**src/rtl/ternary_sample_ctrl.sv**
```systemverilog
// Purpose: sequences one ternary sampling run by clearing the SIPO, then moving NUM_WORDS RNG words into the sampler.
// Latency: start is followed by samp_clr 1 cycle later and rnd_ready 2 cycles later; done is up 703 cycles after start if the RNG never stalls.
// Backpressure: rnd_ready is high only in FILL without abort; each RNG stall cycle adds one samp_en bubble and pushes done out one cycle.
module ternary_sample_ctrl #(
    parameter int RANDOM_BITS = 16,
    parameter int NUM_WORDS   = 700,
    parameter int CNT_W       = 10
) (
    input  logic                   clk,
    input  logic                   rst,
    input  logic                   start,
    input  logic                   abort,
    input  logic                   rnd_valid,
    input  logic [RANDOM_BITS-1:0] rnd_data,
    output logic                   rnd_ready,
    output logic                   samp_clr,
    output logic                   samp_en,
    output logic [RANDOM_BITS-1:0] samp_bits,
    output logic [CNT_W-1:0]       word_cnt,
    output logic                   busy,
    output logic                   done
);

    typedef enum logic [2:0] {
        ST_IDLE  = 3'd0,
        ST_CLEAR = 3'd1,
        ST_FILL  = 3'd2,
        ST_LAST  = 3'd3,
        ST_DONE  = 3'd4
    } state_t;

    // Count value held by the word that moves the run into LAST.
    localparam logic [CNT_W-1:0] LAST_IDX = CNT_W'(NUM_WORDS - 1);

    state_t                 state;
    state_t                 state_nxt;
    logic                   xfer;
    logic                   samp_clr_nxt;
    logic                   samp_en_nxt;
    logic [RANDOM_BITS-1:0] samp_bits_nxt;
    logic [CNT_W-1:0]       word_cnt_nxt;
    logic                   busy_nxt;
    logic                   done_nxt;

    // rnd_ready is the only combinational output. Abort masks it right away, so no word is taken in the cycle the run is cancelled.
    assign rnd_ready = (state == ST_FILL) & ~abort;
    assign xfer      = rnd_valid & rnd_ready;

    // Next-state and next-output decode. Every registered output is derived from the state being entered.
    always_comb begin
        state_nxt     = state;
        samp_clr_nxt  = 1'b0;
        samp_en_nxt   = 1'b0;
        samp_bits_nxt = samp_bits;
        word_cnt_nxt  = word_cnt;

        case (state)
            ST_IDLE: begin
                if (start) begin
                    state_nxt = ST_CLEAR;
                end
            end
            ST_CLEAR: begin
                if (abort) begin
                    state_nxt = ST_IDLE;
                end else begin
                    state_nxt = ST_FILL;
                end
            end
            ST_FILL: begin
                if (abort) begin
                    state_nxt = ST_IDLE;
                end else if (xfer) begin
                    samp_en_nxt   = 1'b1;
                    samp_bits_nxt = rnd_data;
                    word_cnt_nxt  = word_cnt + 1'b1;
                    if (word_cnt == LAST_IDX) begin
                        state_nxt = ST_LAST;
                    end
                end
            end
            ST_LAST: begin
                // The final word is already on samp_bits/samp_en during this cycle.
                if (abort) begin
                    state_nxt = ST_IDLE;
                end else begin
                    state_nxt = ST_DONE;
                end
            end
            ST_DONE: begin
                if (start) begin
                    state_nxt = ST_CLEAR;
                end
            end
            default: begin
                state_nxt = ST_IDLE;
            end
        endcase

        // Entering CLEAR always starts a fresh count. This also covers a restart from DONE.
        if (state_nxt == ST_CLEAR) begin
            samp_clr_nxt = 1'b1;
            word_cnt_nxt = '0;
        end

        busy_nxt = (state_nxt == ST_CLEAR) || (state_nxt == ST_FILL) || (state_nxt == ST_LAST);
        done_nxt = (state_nxt == ST_DONE);
    end

    // State register with its registered outputs. Synchronous reset takes priority over everything.
    always_ff @(posedge clk) begin
        if (rst) begin
            state     <= ST_IDLE;
            samp_clr  <= 1'b0;
            samp_en   <= 1'b0;
            samp_bits <= '0;
            word_cnt  <= '0;
            busy      <= 1'b0;
            done      <= 1'b0;
        end else begin
            state     <= state_nxt;
            samp_clr  <= samp_clr_nxt;
            samp_en   <= samp_en_nxt;
            samp_bits <= samp_bits_nxt;
            word_cnt  <= word_cnt_nxt;
            busy      <= busy_nxt;
            done      <= done_nxt;
        end
    end

endmodule
```
**config.mk**
```make
export PLATFORM = sky130hd
export DESIGN_NAME = ternary_sample_ctrl
export DESIGN_NICKNAME = d
export VERILOG_FILES = /design/src/rtl/ternary_sample_ctrl.sv
export SDC_FILE = /design/constraint.sdc
export NUM_CORES = 1
export LEC_CHECK = 0
export ABC_AREA = 1
export CORE_ASPECT_RATIO = 1.4
export CORE_MARGIN = 4
export CORE_UTILIZATION = 43
export CTS_CLUSTER_SIZE = 14
export DETAILED_ROUTE_END_ITERATION = 10
export GPL_TIMING_DRIVEN = 0
export PLACE_DENSITY = 0.79
export SYNTH_ARGS = -nofsm -noshare
export SYNTH_HDL_FRONTEND = slang
export SYNTH_SLANG_ARGS = --single-unit
```
**constraint.sdc**
```tcl
create_clock -name clk -period 1.3 [get_ports clk]
set_input_delay 0.195 -clock clk [delete_from_list [all_inputs] [get_ports clk]]
set_output_delay 0.195 -clock clk [all_outputs]
set_load 0.02 [all_outputs]
```
==> results of run 1 <==
## sequential cells by signal, summed over array words and instances (netlist names)
name and cells:
busy 1, done 1, samp_bits 16, samp_clr 1, samp_en 1, state 3, word_cnt 10
## layout make-up
type	count	area, um2
Fill cell	271	890.9
Sequential cell	33	670.6
Multi-Input combinational cell	127	626.9
Timing Repair Buffer	54	494.2
Clock buffer	7	96.34
Inverter	15	58.81
Buffer	6	46.29
Tap cell	37	46.29
Clock inverter	1	5.005
## placed cells by master, fill, tap and decap left out, types with 4 or more instances in the layout
cell type	instances
clkdlybuf4s15_1	4
nand3_1	11
dfxtp_1	27
nand2_1	60
nor2_1	13
dlygate4sd2_1	25
inv_1	13
dfxtp_2	5
clkdlybuf4s50_1	19
a21oi_1	25
clkbuf_8	7
## timing repair
action / CTS / global route
pin swaps: 0 / 1
setup buffers: 0 / 3
hold endpoints to repair: 0 / 0
resized for setup: 34 / 27
endpoints found under the setup margin: 32 / 29
## cells by family (layout without fill, tap and decap cells)
| family | count (synthesis) | in the layout | synth area share |
|---|---|---|---|
| and+or+nand+nor | 98 | 98 | 0.3178 |
| xor gates and xnor gates | 3 | 3 | 0.01952 |
| buffers and inverters | 21 | 83 | 0.06970 |
| adders and majority gates | 1 | 1 | 0.009292 |
| DFF | 33 | 33 | 0.4907 |
| AOI/OAI and AO/OA | 25 | 25 | 0.09294 |
## worst register-to-register path, cell delays in order, from the launching register on
cell and delay, ns:
dfxtp_2 0.34, nor2_4 0.12, nand4_4 0.20, inv_4 0.15, buf_8 0.13, nand3b_1 0.07, a21oi_1 0.13
## per-layer routing
layer  share of wire  global-route usage  wire length [um]  vias up
met3           0.072             0.06076               225        4
met5               0                   0                 0        -
met4           0.015             0.07027                46        0
li1                -                   -                 -      695
met2            0.50              0.2829              1565       40
met1            0.41              0.1724              1302      603
## where the power goes
| part | switching, mW | internal, mW | total (mW) |
|---|---|---|---|
| Combinational | 0.0681 | 0.0798 | 0.148 |
| Sequential | 0.00674 | 1.02 | 1.03 |
| Clock | 0.357 | 0.478 | 0.835 |
## cells in the mapped netlist (2+ instances only)
cell	instances
inv_1	14
nand4_1	2
nand2_1	61
clkbuf_1	2
nor2_2	2
nor3_1	3
nand3_1	11
nor2_1	15
nand3b_1	2
buf_2	2
a21oi_1	25
dfxtp_1	33
xnor2_1	2
## final timing paths
path / cells after the start / start / to / slack [ns]
max reg2reg: 6 / state[2] / word_cnt[3] / 0.08
min: 5 / abort / state[1] / 0.40
min reg2reg: 2 / samp_bits[7] / samp_bits[7] / 0.46
max: 1 / word_cnt[7] / word_cnt[7] / 0.05
==> results.toml, run 1 <==
[critical_path]
cp.arrival_ns = 1.06
path_cells = "clkdlybuf4s15_1"
critPathSlowestCell = "dfxtp_1"
crit_type = "reg2out"
critical-path-top-delay-family = "flip-flops"
end_kind = "output port"
start_kind = "flip-flop"
crit_required_ns = 1.11
crit_buf_inv = 1
cp_max_fo = 6
cp_slowest_stage_delay_ns = 0.44

[synthesis]
synth_flop_cell = "dfxtp_1"
yosysTopAreaCell = "dfxtp_1"
ys_seq_area_frac = 0.4907
synth_cell_types = 20
ys_warn_count = 0
synth_edf_count = 0
synthTopCellsByArea = "dfxtp_1 (49%), nand2_1 (17%), a21oi_1 (9.3%)"
synth.top_cell.area_share = 0.4907
ys_ff_latch = 33
postSynthAreaPerCell_um2 = 7.438
postSynthCellCount = 181
async_flop_share = 0
syn_area_um2 = 1346
synth_fp_nets = 203

[run_status]
status = "complete, no violations"

[clocking]
ctsHoldBuffers = 0
clockRootBuffer = "clkbuf_8"
cts_max_path_buffers = 2
cts_sinks = 33
cts_buffers = 5
cts_tree = "done"
clk_pin_slew_ns = 0.07
clkLatencyLatePin_ns = 0.28
htreeDepth = 2

[finish]
stdcell_area_um2 = 2044
syn_to_final_growth_pct = 51.86
antenna_cells = 0
fin_util = 0.6965
drive_above_1_share = 0.1358
final_nets = 264
layoutNonFillerInstCount = 280

[sta]
tightest_slew_ns = 0.4275
setup_viol = 0
maxSlewViolCount = 0
post-route-period-util = 0.9636
fin_skew_ns = 0.006440
hold_ws_ns = 0.4018
fin_setup_tns_ns = 0
fin_crit_ns = 1.253
fmax_mhz = 798.3
hold_viol_final = 0
setup_slack_ns = 0.04735
max_slew_margin = 0.7150

[floorplanning]
die_h_um = 74.21
start_util = 0.4587
die_w_um = 55.29
dieArea_um2 = 4103
core_um2 = 2935
row_count = 23
io-pin-count = 52

[routing]
vias = 1342
post_drt_wl_per_cell_um = 11.22
wl_um = 3141
ant_nets = 0
first_pass_iters = 4
via_per_inst = 4.793
post-route-drc-count = 0
first_iter_violations = 21

[power]
total_power_mw = 2.010
leakagePower_nw = 0.8880
powerDensity_nw_per_um2 = 983.1
ir_drop_uv = 891.2

[place]
dp_cells = 269
gp_congestion = 0.8007
placed_area_um2 = 1903
dp_slack_ns = -0.4084
place_hpwl_um = 2296
io_buffer_count = 51

[global_route]
grt_overflow_total = 0
antenna_found_initial = 0
grtUsageTotal = 0.1604
grt_pass1_wl_um = 5292
grt_pass1_vias = 1250
grt_max_degree = 11

[worst_hold_path]
hp-class = "in2reg"

[run]
drv_cap = 0
Note: power is estimated with default switching activity, not from simulation.
==> inputs of run 2 (changes only) <==
--- a/config.mk
+++ b/config.mk
@@ -6,6 +6,7 @@
 export NUM_CORES = 1
 export LEC_CHECK = 0
 export ABC_AREA = 1
+export ABC_CLOCK_PERIOD_IN_PS = 1300
 export CORE_ASPECT_RATIO = 1.4
 export CORE_MARGIN = 4
 export CORE_UTILIZATION = 43
==> results of run 2 <==
Same layout as run 1: the final DEF is identical, and so are final timing and power.
